--- config.mk ---
export PLATFORM = sky130hd
export DESIGN_NAME = i2c_slave_byte_ctrl
export DESIGN_NICKNAME = d
export VERILOG_FILES = /design/src/rtl/i2c_slave_byte_ctrl.sv
export SDC_FILE = /design/constraint.sdc
export NUM_CORES = 1
export LEC_CHECK = 0
export CORE_ASPECT_RATIO = 1.4
export CORE_MARGIN = 2
export CORE_UTILIZATION = 48
export CTS_CLUSTER_SIZE = 10
export DETAILED_ROUTE_END_ITERATION = 6
export PLACE_DENSITY_LB_ADDON = 0.2
export SYNTH_ARGS = -nofsm -noshare
export SYNTH_HDL_FRONTEND = slang
export SYNTH_SLANG_ARGS = --single-unit
--- constraint.sdc ---
create_clock -name clk -period 1.6 [get_ports clk]
set_input_delay 0.32 -clock clk [delete_from_list [all_inputs] [get_ports clk]]
set_output_delay 0.32 -clock clk [all_outputs]
set_load 0.05 [all_outputs]
--- src/rtl/i2c_slave_byte_ctrl.sv ---
`timescale 1ns/1ps
// I2C target byte controller: filters SCL/SDA, detects START/STOP, matches a
// 7-bit address and moves bytes through a valid/request handshake.
module i2c_slave_byte_ctrl #(
    parameter int FILTER_LEN = 3,
    parameter bit STRETCH_EN = 1'b1
) (
    input  logic       clk,
    input  logic       rst,
    input  logic       ena,
    input  logic [6:0] slave_addr,
    input  logic       scl_i,
    output logic       scl_oen,
    input  logic       sda_i,
    output logic       sda_oen,
    input  logic       rx_ack_en,
    output logic [7:0] rx_data,
    output logic       rx_valid,
    input  logic [7:0] tx_data,
    input  logic       tx_valid,
    output logic       tx_req,
    output logic       addr_hit,
    output logic       rw,
    output logic       start_det,
    output logic       stop_det,
    output logic       busy,
    output logic       tx_nack
);
    typedef enum logic [3:0] {
        IDLE, ADDR, ADDR_ACK, RX, RX_ACK, TX_WAIT, TX, TX_ACK, IGNORE
    } state_t;

    logic [1:0] pad_in, filt, filt_dly;
    assign pad_in = {sda_i, scl_i};

    // Index 0 is SCL, index 1 is SDA; both paths have identical latency.
    generate
        for (genvar gi = 0; gi < 2; gi++) begin : g_filt
            logic       sync1_q, sync2_q, filt_q, dly_q;
            logic [2:0] cnt_q;
            always_ff @(posedge clk) begin
                if (rst) begin
                    sync1_q <= 1'b1;
                    sync2_q <= 1'b1;
                    filt_q  <= 1'b1;
                    dly_q   <= 1'b1;
                    cnt_q   <= '0;
                end else begin
                    sync1_q <= pad_in[gi];
                    sync2_q <= sync1_q;
                    dly_q   <= filt_q;
                    if (sync2_q == filt_q) begin
                        cnt_q <= '0;
                    end else if (cnt_q == 3'(FILTER_LEN - 1)) begin
                        filt_q <= sync2_q;
                        cnt_q  <= '0;
                    end else begin
                        cnt_q <= cnt_q + 3'd1;
                    end
                end
            end
            assign filt[gi]     = filt_q;
            assign filt_dly[gi] = dly_q;
        end
    endgenerate

    logic scl_f, sda_f, scl_rise, scl_fall, start_cond, stop_cond;
    assign scl_f      = filt[0];
    assign sda_f      = filt[1];
    assign scl_rise   = filt[0] & ~filt_dly[0];
    assign scl_fall   = ~filt[0] & filt_dly[0];
    assign start_cond = scl_f & ~sda_f & filt_dly[1];
    assign stop_cond  = scl_f & sda_f & ~filt_dly[1];

    state_t     state_q, state_d;
    logic [2:0] bit_cnt_q, bit_cnt_d;
    logic [7:0] sh_q, sh_d, rx_data_q, rx_data_d, buf_q, buf_d;
    logic       ack_ph_q, ack_ph_d, rx_pend_q, rx_pend_d, rx_valid_q;
    logic       rw_q, rw_d, busy_q, busy_d, sda_oen_q, sda_oen_d, scl_oen_q, scl_oen_d;
    logic       buf_full_q, buf_full_d, tx_req_q, tx_req_d, addr_hit_q, addr_hit_d;
    logic       start_det_q, start_det_d, stop_det_q, stop_det_d, tx_nack_q, tx_nack_d;
    logic       launch, tx_accept;

    assign tx_accept = tx_valid && (state_q inside {TX_WAIT, TX, TX_ACK});

    always_comb begin
        state_d     = state_q;
        bit_cnt_d   = bit_cnt_q;
        sh_d        = sh_q;
        ack_ph_d    = ack_ph_q;
        rx_data_d   = rx_data_q;
        rx_pend_d   = 1'b0;
        rw_d        = rw_q;
        busy_d      = busy_q;
        sda_oen_d   = sda_oen_q;
        scl_oen_d   = scl_oen_q;
        buf_d       = buf_q;
        buf_full_d  = buf_full_q;
        tx_req_d    = 1'b0;
        addr_hit_d  = 1'b0;
        start_det_d = 1'b0;
        stop_det_d  = 1'b0;
        tx_nack_d   = 1'b0;
        launch      = 1'b0;

        if (stop_cond) begin
            busy_d     = 1'b0;
            stop_det_d = 1'b1;
        end else if (start_cond) begin
            busy_d      = 1'b1;
            start_det_d = 1'b1;
        end
        if (tx_accept) begin
            buf_d      = tx_data;
            buf_full_d = 1'b1;
        end

        if (!ena || stop_cond) begin
            state_d    = IDLE;
            sda_oen_d  = 1'b1;
            scl_oen_d  = 1'b1;
            buf_full_d = 1'b0;
        end else if (start_cond) begin
            state_d    = ADDR;
            bit_cnt_d  = '0;
            sda_oen_d  = 1'b1;
            scl_oen_d  = 1'b1;
            buf_full_d = 1'b0;
        end else begin
            case (state_q)
                ADDR: if (scl_rise) begin
                    sh_d      = {sh_q[6:0], sda_f};
                    bit_cnt_d = bit_cnt_q + 3'd1;
                    if (bit_cnt_q == 3'd7) begin
                        if (sh_q[6:0] == slave_addr) begin
                            rw_d       = sda_f;
                            addr_hit_d = 1'b1;
                            tx_req_d   = sda_f;
                            ack_ph_d   = 1'b0;
                            state_d    = ADDR_ACK;
                        end else begin
                            state_d = IGNORE;
                        end
                    end
                end
                ADDR_ACK, RX_ACK: if (scl_fall) begin
                    if (!ack_ph_q) begin
                        ack_ph_d  = 1'b1;
                        sda_oen_d = (state_q == ADDR_ACK) ? 1'b0 : ~rx_ack_en;
                    end else begin
                        sda_oen_d = 1'b1;
                        bit_cnt_d = '0;
                        if (state_q == ADDR_ACK && rw_q) launch = 1'b1;
                        else                             state_d = RX;
                    end
                end
                RX: if (scl_rise) begin
                    sh_d      = {sh_q[6:0], sda_f};
                    bit_cnt_d = bit_cnt_q + 3'd1;
                    if (bit_cnt_q == 3'd7) begin
                        rx_data_d = {sh_q[6:0], sda_f};
                        rx_pend_d = 1'b1;
                        ack_ph_d  = 1'b0;
                        state_d   = RX_ACK;
                    end
                end
                // A stretched wait ends as soon as a byte is buffered.
                TX_WAIT: if (scl_fall || (!scl_oen_q && buf_full_q)) launch = 1'b1;
                TX: begin
                    if (!scl_oen_q) scl_oen_d = 1'b1;
                    if (scl_fall) begin
                        bit_cnt_d = bit_cnt_q + 3'd1;
                        if (bit_cnt_q == 3'd7) begin
                            sda_oen_d = 1'b1;
                            state_d   = TX_ACK;
                        end else begin
                            sh_d      = {sh_q[6:0], 1'b0};
                            sda_oen_d = sh_q[6];
                        end
                    end
                end
                TX_ACK: if (scl_rise) begin
                    if (!sda_f) begin
                        tx_req_d = 1'b1;
                        state_d  = TX_WAIT;
                    end else begin
                        tx_nack_d = 1'b1;
                        state_d   = IGNORE;
                    end
                end
                default: ;
            endcase

            // Start of a transmitted byte: use the buffer, stretch, or underrun.
            if (launch) begin
                bit_cnt_d = '0;
                if (buf_full_q) begin
                    sh_d       = buf_q;
                    sda_oen_d  = buf_q[7];
                    buf_full_d = tx_accept;
                    state_d    = TX;
                end else if (STRETCH_EN) begin
                    scl_oen_d = 1'b0;
                    state_d   = TX_WAIT;
                end else begin
                    sh_d      = 8'hFF;
                    sda_oen_d = 1'b1;
                    state_d   = TX;
                end
            end
        end
    end

    always_ff @(posedge clk) begin
        if (rst) begin
            state_q     <= IDLE;
            bit_cnt_q   <= '0;
            sh_q        <= '0;
            ack_ph_q    <= 1'b0;
            rx_data_q   <= '0;
            rx_pend_q   <= 1'b0;
            rx_valid_q  <= 1'b0;
            rw_q        <= 1'b0;
            busy_q      <= 1'b0;
            sda_oen_q   <= 1'b1;
            scl_oen_q   <= 1'b1;
            buf_q       <= '0;
            buf_full_q  <= 1'b0;
            tx_req_q    <= 1'b0;
            addr_hit_q  <= 1'b0;
            start_det_q <= 1'b0;
            stop_det_q  <= 1'b0;
            tx_nack_q   <= 1'b0;
        end else begin
            state_q     <= state_d;
            bit_cnt_q   <= bit_cnt_d;
            sh_q        <= sh_d;
            ack_ph_q    <= ack_ph_d;
            rx_data_q   <= rx_data_d;
            rx_pend_q   <= rx_pend_d;
            rx_valid_q  <= rx_pend_q;
            rw_q        <= rw_d;
            busy_q      <= busy_d;
            sda_oen_q   <= sda_oen_d;
            scl_oen_q   <= scl_oen_d;
            buf_q       <= buf_d;
            buf_full_q  <= buf_full_d;
            tx_req_q    <= tx_req_d;
            addr_hit_q  <= addr_hit_d;
            start_det_q <= start_det_d;
            stop_det_q  <= stop_det_d;
            tx_nack_q   <= tx_nack_d;
        end
    end

    assign scl_oen   = scl_oen_q;
    assign sda_oen   = sda_oen_q;
    assign rx_data   = rx_data_q;
    assign rx_valid  = rx_valid_q;
    assign tx_req    = tx_req_q;
    assign addr_hit  = addr_hit_q;
    assign rw        = rw_q;
    assign start_det = start_det_q;
    assign stop_det  = stop_det_q;
    assign busy      = busy_q;
    assign tx_nack   = tx_nack_q;
endmodule

Word-level counts from Yosys, hierarchy flattened
Cells that the tools add are included.
- output and inout bits: 18
- flip-flop bits (word level): 58
- bits of input ports: 22
- word-level logic and storage cells: 191
- bitwise gates (word level): 20
- reductions and logical operators: 31
- equality and inequality tests: 40
- $add $sub $neg: 3
- muxes and demuxes: 68
- operator list (cell ; count):
    $mux 4 ; 13
    $mux 8 ; 5
    $mux 1 ; 36
    $ne 4x4->1 const B ; 7
    $reduce_and 11->1 ; 2
    $ne 3x3->1 const B ; 7
    $pmux 4 s5 ; 1
    $mux 3 ; 6
    $eq 4x3->1 const B ; 4
    $pmux 8 s2 ; 1
    $not 1->1 ; 14
    $ne 2x2->1 const B ; 6
    $reduce_and 6->1 ; 2
    $reduce_or 5->1 ; 2
    $add 3x1->3 const B ; 3
    $pmux 3 s3 ; 1
    $reduce_and 9->1 ; 1
    $reduce_or 3->1 ; 3
    $eq 4x2->1 const B ; 2
    $ne 4x3->1 const B ; 2
    $reduce_or 2->1 ; 4
    $eq 7x7->1 ; 1
    $reduce_bool 7->1 ; 1
    $and 1x1->1 ; 6
    other kinds (20) ; 32

Longest topological paths before layout
Gate-level depths: netlist of run 1.
- depth in word-level cells: 10
- depth in mapped cells: 8
- gate-level depth less buffers: 7

Worst setup path before layout of run 1
No wires, ideal clock.
- path kind: flip-flop to flip-flop
- from: register rw_q, in the netlist rw
- to: register sh_q[5]
- path buffers: 1
- period minus slack after synthesis: 1858 ps
- library setup time: 128 ps
- data required time: 1472 ps
- arrival time: 1730 ps
- slack: -258 ps
- cell stages (with the launch flop): 8
- path through: dfxtp_1 > nand2_1 > nor4b_4 > o21ai_2 > buf_6 > o22a_1 > o22ai_1 > nor2_1
- longest elaborated chain between the ends: 8
- ends and longest elaborated chain (element ; line ; source):
    start: declaration ; 79 ; logic rw_q, rw_d, busy_q, busy_d, sda_oen_q, sda_oen_d, scl_oen_q, scl_oen_d;
    start signal: assignment ; 242 ; rw_q <= rw_d;
    $logic_and 1x1->1 ; 153 ; if (state_q == ADDR_ACK && rw_q) launch = 1'b1;
    $mux 1 ; 153 ;
    $mux 1 ; 147 ; if (!ack_ph_q) begin
    $mux 1 ; 146 ; ADDR_ACK, RX_ACK: if (scl_fall) begin
    $pmux 1 s2 ; 130 ; case (state_q)
    $mux 1 ; 123 ; end else if (start_cond) begin
    $mux 1 ; 118 ; if (!ena || stop_cond) begin
    $mux 8 ; 195 ; if (launch) begin
    end signal: assignment ; 218 ; sh_q <= '0;
    end signal: assignment ; 237 ; sh_q <= sh_d;
    end: declaration ; 77 ; logic [7:0] sh_q, sh_d, rx_data_q, rx_data_d, buf_q, buf_d;
No other way between the ends. The select of a mux whose other input is x is not followed.
A chain may end at the register's enable or synchronous reset.

Worst setup path after layout of run 1
- from: register g_filt[0].dly_q
- to: register sh_q[6]
- longest elaborated chain between the ends: 7
- elaborated cells on any way between the ends: 14
- those cells by class: 10 x mux; 3 x bitwise; 1 x reduce/logical
- ends and longest elaborated chain (element ; line ; source):
    start: declaration ; 39 ; logic sync1_q, sync2_q, filt_q, dly_q;
    start signal: assignment ; 51 ; dly_q <= filt_q;
    $and 1x1->1 ; 71 ; assign scl_fall = ~filt[0] & filt_dly[0];
    $logic_or 1x1->1 ; 168 ; TX_WAIT: if (scl_fall || (!scl_oen_q && buf_full_q)) launch = 1'b1;
    $mux 1 ; 168 ;
    $pmux 1 s2 ; 130 ;
    $mux 1 ; 123 ;
    $mux 1 ; 118 ;
    $mux 8 (*) ; 195 ;
Every way passes the cells marked *; elsewhere a longest branch is shown, timed or not. The select of a mux whose other input is x is not followed.

==> impl_summary.md, run 1 <==
Floorplanning
The floorplan step defined a die boundary enclosing 6250 sq um. The area of the placeable core is ~5500 sq um. The die boundary width is 67.4 microns. The total number of placement rows is 32. In this run the count of I/O pins placed on the die edge is 40. The initial utilization of the core area, before any placement, comes to 49.2%.

The height of the die is 92.7 microns.

Clock tree
The number of clock sinks seen by CTS is 57. The insertion delay to the later sink of the worst-skew pair is around 0.34 ns. TritonCTS built the clock tree.

The number of hold buffers added after CTS was 0. The H-tree depth is 3. The number of buffers added by the clock tree synthesis step is 9. After clock tree synthesis, the clock-pin slew on the worst setup and hold paths is 0.08 ns. The cell at the root of the clock tree is sky130_fd_sc_hd__clkbuf_8.

The clock tree buffer depth is 2.

Drt
The total number of vias is 2,658. The final wirelength is 8.18 mm. The first-pass iteration count of the detailed router is 4. The routed length per instance is between 15 and 20 microns. The first routing iteration left 209 violations.

The via density per instance is 5.48. The remaining antenna violation count after routing is 0. For this run, design rule violations remaining after detail routing come to 0.

Hold path
The worst hold path class is reg -> reg.

Layout
Cells fill 75.0% of the core in the end. 0 antenna diodes ended up in the layout. The proportion of layout cells with a drive suffix above 1 is 41.7%. The net count of the finished layout is 440. The layout overhead on the synthesized area is 52.3%.

Global routing
The maximum number of pins on one net before global-route repair is 20. The via count of the first global-routing pass is 2,556. The first-pass GRT wire length is roughly 12 mm. The total track usage is 26.4%. The total overflow left after global routing is 0. The initial antenna violation count is 0.

Place
In this run the tool buffered the top-level ports with 39 buffer cells. The worst slack at placement is -0.480 ns. The final weighted congestion of routability-driven global placement is between 0.9 and 1.

The post-detailed-placement half-perimeter wirelength is around 5.2 mm.

STA
The maximum frequency from static timing analysis is about 530 MHz. The number of failing hold endpoints at the final stage is 0. The share of the cycle needed by the critical path after routing is 118%. The tightest slew margin relative to the limit is 67.7%.

Setup repair after global routing could not meet its margin everywhere. The final critical delay including setup and external delays is 1.88 ns. The actual slew at the worst max-slew pin is between 0.4 and 0.5 ns.

The final number of max-transition violations was 0. The worst-case clock skew is 0.00892 ns. The final setup violation count is 28. The final critical-path setup slack is -0.283 ns.

Synth
Summing the sequential cell areas from Yosys gives 42.3% of the chip area. After synthesis, the share of flip-flops with an asynchronous set or reset is 0%. The register bit count reported by yosys is 57. The number of distinct standard cells referenced by the synthesized netlist is 55. The number of flops mapped to enable cells by yosys is 0. The synthesized instance count is 300. Summed over all instances, the cell type with the most area after synthesis is sky130_fd_sc_hd__dfxtp_1.

The number of nets in the synthesized netlist is 328. For this run, the leading register cell type out of synthesis is sky130_fd_sc_hd__dfxtp_1. Yosys attributes the largest share of cell area to sky130_fd_sc_hd__dfxtp_1 (42%), sky130_fd_sc_hd__mux2i_1 (9.3%), sky130_fd_sc_hd__nor2_1 (7.0%), sky130_fd_sc_hd__nand2_1 (2.9%), sky130_fd_sc_hd__ha_1 (2.8%). The commonest cells after synthesis are sky130_fd_sc_hd__dfxtp_1 (57), sky130_fd_sc_hd__nor2_1 (50), sky130_fd_sc_hd__mux2i_1 (25). The area share of the largest cell type after synthesis is ~42%. The library cell with the highest instance count after synthesis is sky130_fd_sc_hd__dfxtp_1. The mapped cell area is 2700 sq um. For this run, the number of Yosys warnings is 0. The mean instance size in the synthesized netlist is 9.00 sq um.

Worst setup path
Data on the critical path is required at its endpoint by 1.83 ns. The worst setup path is captured at a flip-flop. The standard cell with the maximum stage delay on the critical path is sky130_fd_sc_hd__dfxtp_2. STA classifies the critical path startpoint as a flip-flop. On the worst path, the slowest cell contributes a delay of between 0.3 and 0.4 ns. Traced cell by cell, the critical path runs through buf_6, nor4b_4, nor4b_4, buf_4, o21ai_4, nor2_1, a211oi_1, a31o_2. The setup path with the least slack is of type reg -> reg. The largest fanout on the critical path is 5.

The most numerous cell type found on the critical path is sky130_fd_sc_hd__nor4b_4. Data on the critical path arrives at its endpoint at around 2.1 ns.

Flow run
Max-cap violations in this run came to 0.

Power
In this run switching power makes up 25.1% of total power. VDD sags by at most 918 uV. The sequential share of power is 50.8%. The internal power of the cells totals about 0.0021 W. The static leakage is about 1.7 nW.

The power density relative to cell area is 680 nW/um^2. The share of total power dissipated in the clock network is 44.5%. For this design the total switching power over the nets is roughly 0.00070 W.

The portion of total power attributed to combinational logic is 4.6%.

Status
The checks that failed: negative setup slack. The run finished, with violations left.
through the flow:
| stage | hold slack [ns] | cell area, sq um | total power (W) | TNS (ns) | cells |
|---|---|---|---|---|---|
| 3_5_place_dp | 0.404 | 3510 | 0.00159 | -5.67 | 447 |
| 5_1_grt | 0.432 | 4110 | 0.00288 | -6.04 | 485 |
| 4_1_cts | 0.421 | 3920 | 0.00280 | -1.91 | 475 |
| 2_1_floorplan | 0.389 | 2750 | 0.00150 | -1.56 | 300 |
| 6_report | 0.415 | 4110 | 0.00280 | -4.15 | 485 |
| 3_3_place_gp | 0.395 | 3510 | 0.00159 | -5.27 | 447 |
cell families after synthesis:
group / count (synthesis) / share of synthesized area (%)
AND/OR/NAND/NOR: 118 / 22.6
XOR/XNOR: 11 / 3.57
buffers and inverters: 28 / 5.38
flip-flops: 57 / 42.3
adder cells (fa/ha/maj): 6 / 2.78
multiplexers: 25 / 9.27
AO/OA/AOI/OAI: 55 / 14.1
layout by cell type (no fill, tap or decap), types with 8 or more instances in the layout:
cell type	count
sky130_fd_sc_hd__inv_1	8
sky130_fd_sc_hd__nand2_1	17
sky130_fd_sc_hd__a21oi_1	8
sky130_fd_sc_hd__clkbuf_8	10
sky130_fd_sc_hd__dfxtp_1	48
sky130_fd_sc_hd__buf_6	10
sky130_fd_sc_hd__buf_4	84
sky130_fd_sc_hd__clkdlybuf4s50_1	19
sky130_fd_sc_hd__nor2_1	47
sky130_fd_sc_hd__mux2i_1	25
layout make-up:
cell class	instances	area [sq um]
clock buffer	10	138
clock inverter	6	43.8
fill	386	1370
inverter	10	37.5
multi-input combinational	216	1660
sequential	57	1160
tap	68	85.1
timing repair buffer	118	991
final timing paths:
kind,from,end,slack [ns],cells past startpoint
worst max-delay path,g_filt[0].dly_q,sh_q[6],-0.28,8
worst min-delay path,g_filt[0].sync1_q,g_filt[0].sync2_q,0.42,1
worst max register to register,g_filt[0].dly_q,sh_q[6],-0.28,8
worst min register to register,g_filt[0].sync1_q,g_filt[0].sync2_q,0.42,1
flip-flops by register name (all words and copies together) (netlist names), 2 cells and up:
name	count
buf_q	8
bit_cnt_q	3
g_filt.sync1_q	2
g_filt.sync2_q	2
rx_data	8
g_filt.filt_q	2
g_filt.dly_q	2
state_q	4
g_filt.cnt_q	6
sh_q	7
power groups by stage:
| stage | combinational [W] | sequential [W] | clock, W |
|---|---|---|---|
| finish | 0.000130 | 0.00142 | 0.00125 |
| global route | 0.000141 | 0.00142 | 0.00132 |
| CTS | 0.000127 | 0.00142 | 0.00125 |
| detailed placement | 0.000126 | 0.00146 | 0 |
| global placement | 0.000125 | 0.00146 | 0 |
| floorplan | 0.0000411 | 0.00146 | 0 |
critical path, delay by kind of cell, from the launching register on:
| kind | cells | cell delay (ns) |
|---|---|---|
| buffers and inverters | 2 | 0.29 |
| AO/OA/AOI/OAI | 3 | 0.41 |
| AND/OR/NAND/NOR | 3 | 0.72 |
| flip-flops | 1 | 0.36 |
routing by layer:
layer  routed length [microns]  vias up  global-route usage (%)
met5                         0        -                       0
met4                       274        0                    12.8
met3                       382       25                    7.05
met2                      4360       95                    45.7
met1                      3170     1266                    28.8
li1                          -     1272                       -
what timing repair did:
| item | 4_1_cts | 5_1_grt |
|---|---|---|
| setup buffers | 11 | 12 |
| endpoints found under the setup margin | 28 | 35 |
| gates resized for setup | 40 | 29 |
| pin swaps | 18 | 23 |
| cloned | 1 | 1 |
No activity file was read; power rests on OpenSTA's default activity.
==> run 2, diff against run 1 <==
--- a/config.mk
+++ b/config.mk
@@ -5,6 +5,7 @@
 export SDC_FILE = /design/constraint.sdc
 export NUM_CORES = 1
 export LEC_CHECK = 0
+export ABC_AREA = 1
 export CORE_ASPECT_RATIO = 1.4
 export CORE_MARGIN = 2
 export CORE_UTILIZATION = 48
==> run 2 against run 1 <==
Net effect:
- the run still ends with negative setup slack left
- design area down 3.2%
- sequential cell count unchanged
- highest routed layer unchanged
- combinational power up 18%
- sequential share of layout area up 0.75 points
- hold slack worse by 0.016 ns
- largest power group unchanged
- clock power up 9%
- first-iteration DRC count up 0.96%
- die area down 0.96%
==> impl_summary.md, run 2 <==
Floorplanning
The total I/O pin count is 40 (unchanged). The height of the die was 92.3 microns (-0.49%). The starting utilization of the core area is 49.1% (-0.14 points). The area of the placeable core is 5450 sq um (-0.73%). The total number of placement rows was 32 (unchanged). The die boundary width is 67.1 microns (-0.47%). The full die area was 6190 sq um (-0.96%).

Synth
The number of distinct standard cells referenced by the synthesized netlist is 36 (-35%). The synthesized instance count is 363 (+21%). The area share of the largest cell type after synthesis was 42.7% (+0.44 points). The number of flops mapped to enable cells by yosys is 0 (unchanged). The fraction of the yosys area taken by sequential cells is 42.7% (+0.44 points). The post-synthesis async set-or-reset flop share is 0% (unchanged).

The register bit count reported by yosys is 57 (unchanged). The synthesized design spends more area on one cell type than any other, namely sky130_fd_sc_hd__dfxtp_1. Sorting the synthesized cells by how often they occur yields sky130_fd_sc_hd__nor2_1 (68), sky130_fd_sc_hd__dfxtp_1 (57), sky130_fd_sc_hd__nand2_1 (51). The most used flip-flop cell after synthesis is sky130_fd_sc_hd__dfxtp_1. The total number of yosys warnings is 0 (unchanged). The mean instance size in the synthesized netlist is 7.36 sq um (-18%). By area the synthesized netlist is led by sky130_fd_sc_hd__dfxtp_1 (43%), sky130_fd_sc_hd__nor2_1 (9.6%), sky130_fd_sc_hd__nand2_1 (7.2%), sky130_fd_sc_hd__inv_1 (5.1%), sky130_fd_sc_hd__o21ai_0 (4.1%).

The number of nets in the synthesized netlist is 391 (+19%). The mapped cell area is 2670 sq um (-1.0%). The library cell with the highest instance count after synthesis is sky130_fd_sc_hd__nor2_1.

Worst setup path
Walking the worst path, the cells encountered are inv_4, nor2_4, nand2_2, nor2_1, inv_1, nand2_2, nor2_4, nand2_4, nand2_2, o21ai_1, nor2_1. The sum of buffers and inverters on the critical path is 2 (unchanged). The cell occurring most often along the worst timing path is sky130_fd_sc_hd__nand2_2.

The highest cell delay on the worst timing path is 0.40 ns (+0.04 ns). The worst setup path is launched from a flip-flop. The startpoint of the lowest-slack register-to-register path is state_q[2]. The standard cell with the maximum stage delay on the critical path is sky130_fd_sc_hd__dfxtp_4. The largest fanout on the critical path came to 6 (+1).

The flop-to-flop setup slack is -0.04 ns (+0.24 ns). In this run the critical register-to-register path is captured at state_q[2]. The endpoint required time on the critical path is 1.84 ns (about the same). The family with the most delay on the worst path is simple AND/OR/NAND/NOR gates. The signal arrival time at the worst endpoint is 1.89 ns (-0.23 ns). The nature of the critical path endpoint is a flip-flop. The cell count of the worst reg-to-reg path came to 11 (+3). The path type of the worst setup path is reg -> reg.

STA
The worst-case clock skew is 0.0124 ns (+0.00349 ns). The number of failing hold endpoints at the final stage is 0 (unchanged). The tightest slew margin relative to the limit was 78.6% (+11 points).

The final critical-path setup slack came to -0.0424 ns (+0.241 ns). The final number of max-transition violations is 0 (unchanged). The actual slew at the worst max-slew pin is 0.317 ns (-0.164 ns). The maximum frequency from static timing analysis is 609 MHz (+15%). The final setup violation count is 7 (-75%). The final critical delay including setup and external delays came to 1.64 ns (-0.241 ns). The share of the cycle needed by the critical path after routing is 103% (-15 points).

The hold slack is 0.399 ns (-0.0158 ns). Setup repair after global routing could not meet its margin everywhere.

Layout
The final standard cell count with taps included and fillers excluded came to 522 (+7.6%). Leaving out fill and tap cells, the most frequent cells in the layout are sky130_fd_sc_hd__nor2_1 (61), sky130_fd_sc_hd__dfxtp_1 (50), sky130_fd_sc_hd__buf_4 (48), sky130_fd_sc_hd__nand2_1 (36), sky130_fd_sc_hd__inv_1 (34). The post-layout net count came to 477 (+8.4%). The register area is 1150 sq um (-0.65%).

The library cell used most frequently in the layout, excluding fill and tap cells, is sky130_fd_sc_hd__nor2_1. The total inserted antenna cells is 0 (unchanged). The core occupancy in the finished layout came to 73.1% (-1.9 points). The filler cell count in the final layout is 430 (+11%). The area of the multi-input gates is 1590 sq um (-3.9%). The proportion of layout cells with a drive suffix above 1 came to 34.4% (-7.4 points). The layout overhead on the synthesized area is 48.9%.

Flow run
The max-cap violation count is 0 (unchanged).

Drt
The via density per instance came to 5.14 (-6.3%). The first-pass iteration count of the detailed router was 4 (unchanged). The total number of vias is 2,681 (+0.87%). The routed length per instance is 13.9 microns (-17%). The final routed DRC violation total is 0 (unchanged). The final wirelength is 7.28 mm (-11%). The initial detailed-routing violation count was 211 (+0.96%). The remaining antenna violation count after routing came to 0 (unchanged).

Place
The final weighted congestion of routability-driven global placement came to 0.950 (-0.42%). The post-detailed-placement half-perimeter wirelength is 5.09 mm (-2.8%). The count of buffers from port buffering is 39 (unchanged). The count of placed standard cells including taps was 501 (+12%).

Clock tree
The cell at the root of the clock tree is sky130_fd_sc_hd__clkbuf_8. The clock tree buffer depth was 2 (unchanged). The clock-pin slew reported for the worst setup and hold paths after clock tree synthesis is 0.07 ns (about the same). The insertion delay to the later sink of the worst-skew pair is 0.35 ns (about the same).

The number of buffers added by the clock tree synthesis step is 9 (unchanged). The H-tree depth is 3 (unchanged). The hold buffer count at cts is 0 (unchanged). TritonCTS built the clock tree. The number of clock sinks seen by CTS is 57 (unchanged).

Global routing
The global-route congestion overflow total is 0 (unchanged). The maximum number of pins on one net before global-route repair came to 21 (+5.0%). The first-pass GRT wire length is 11.2 mm (-7.8%). The initial antenna violation count is 0 (unchanged).

The via count of the first global-routing pass was 2,546 (-0.39%). The total track usage is 24.4% (-2.0 points).

Hold path
The path class of the tightest hold or removal check is reg -> reg. The path with the worst hold slack has its endpoint at rx_valid. The worst hold path begins at rx_pend_q. The worst hold path cell count is 2 (+1).

Power
The worst IR drop on VDD came to 673 uV (-27%). The power density relative to cell area is 739 nW/um^2 (+8.7%). The static leakage is 1.71 nW (+0.94%).

Status
The checks that failed: negative setup slack. The run finished, with violations left.
## run 2: changes by cell type after synthesis, moves of 8 or more
cell / delta
sky130_fd_sc_hd__o211ai_1: +9
sky130_fd_sc_hd__o21ai_0: +15
sky130_fd_sc_hd__nand2_1: +30
sky130_fd_sc_hd__nand3_1: +16
sky130_fd_sc_hd__o21ai_1: +8
sky130_fd_sc_hd__mux2i_1: -25
sky130_fd_sc_hd__inv_2: +8
sky130_fd_sc_hd__inv_1: +27
sky130_fd_sc_hd__a21oi_1: +11
sky130_fd_sc_hd__nor2_1: +18
## run 2: cells by family after synthesis
kind of cell               after synthesis  synth area share [%]
xor gates and xnor gates                11                  3.60
DFF                                     57                  42.7
buffers and inverters                   52                  7.77
and+or+nand+nor                        169                  28.6
adders and majority gates                6                  2.81
AOI/OAI and AO/OA                       68                  14.6
## run 2: repair_timing
action                                  4_1_cts  5_1_grt
cloned                                        0        1
buffers inserted                              1        3
gates resized for setup                      23       68
endpoints found under the setup margin       23       26
pin swaps                                     3       24
## run 2: cell type report
cell class,count,area share [%]
Timing Repair Buffer,82,19.5
Clock buffer,11,3.55
Tap cell,68,2.14
Sequential cell,57,29.0
Multi-Input combinational cell,254,40.0
Clock inverter,5,1.38
Inverter,45,4.50
## run 2: worst reg2reg max path, delay by kind of cell (launching register included)
kind,cells,cell delay [ns]
AND/OR/NAND/NOR,8,0.86
AO/OA/AOI/OAI,1,0.15
buffers and inverters,2,0.13
flip-flops,1,0.40
## run 2: where the power goes
part	switching, W	internal [W]	leakage (nW)
clock	0.000604	0.000755	0.0953
sequential	0.00000427	0.00142	0.463
combinational	0.0000667	0.0000874	1.15
## run 2: stage by stage
stage / area (sq um) / TNS, ns / setup slack (ns) / power, W
floorplan: 2670 / 0 / 0.0588 / 0.00152
global placement: 3400 / -2.57 / -0.175 / 0.00161
detailed placement: 3400 / -3.09 / -0.212 / 0.00161
CTS: 3690 / 0 / 0.00440 / 0.00295
global route: 3980 / -1.53 / -0.157 / 0.00302
finish: 3980 / -0.109 / -0.0424 / 0.00294
## run 2: worst max path at each step
stage / start / end / slack [ns] / cells after the start
3_3_place_gp: bit_cnt_q[1] / rx_data[4] / -0.18 / 9
6_report: state_q[2] / state_q[2] / -0.04 / 11
4_1_cts: bit_cnt_q[1] / rx_data[3] / 0.004 / 10
5_1_grt: state_q[2] / state_q[1] / -0.16 / 13
2_1_floorplan: rw / sh_q[6] / 0.06 / 6
3_5_place_dp: slave_addr[1] / rw / -0.21 / 8
## run 2: metal layers
| metal | global-route usage [%] | routed length (microns) | up-vias |
|---|---|---|---|
| met1 | 27.1 | 2940 | 1236 |
| met4 | 16.2 | 190 | 0 |
| li1 | - | - | 1348 |
| met5 | 0 | 0 | - |
| met2 | 40.8 | 3780 | 81 |
| met3 | 4.98 | 370 | 16 |
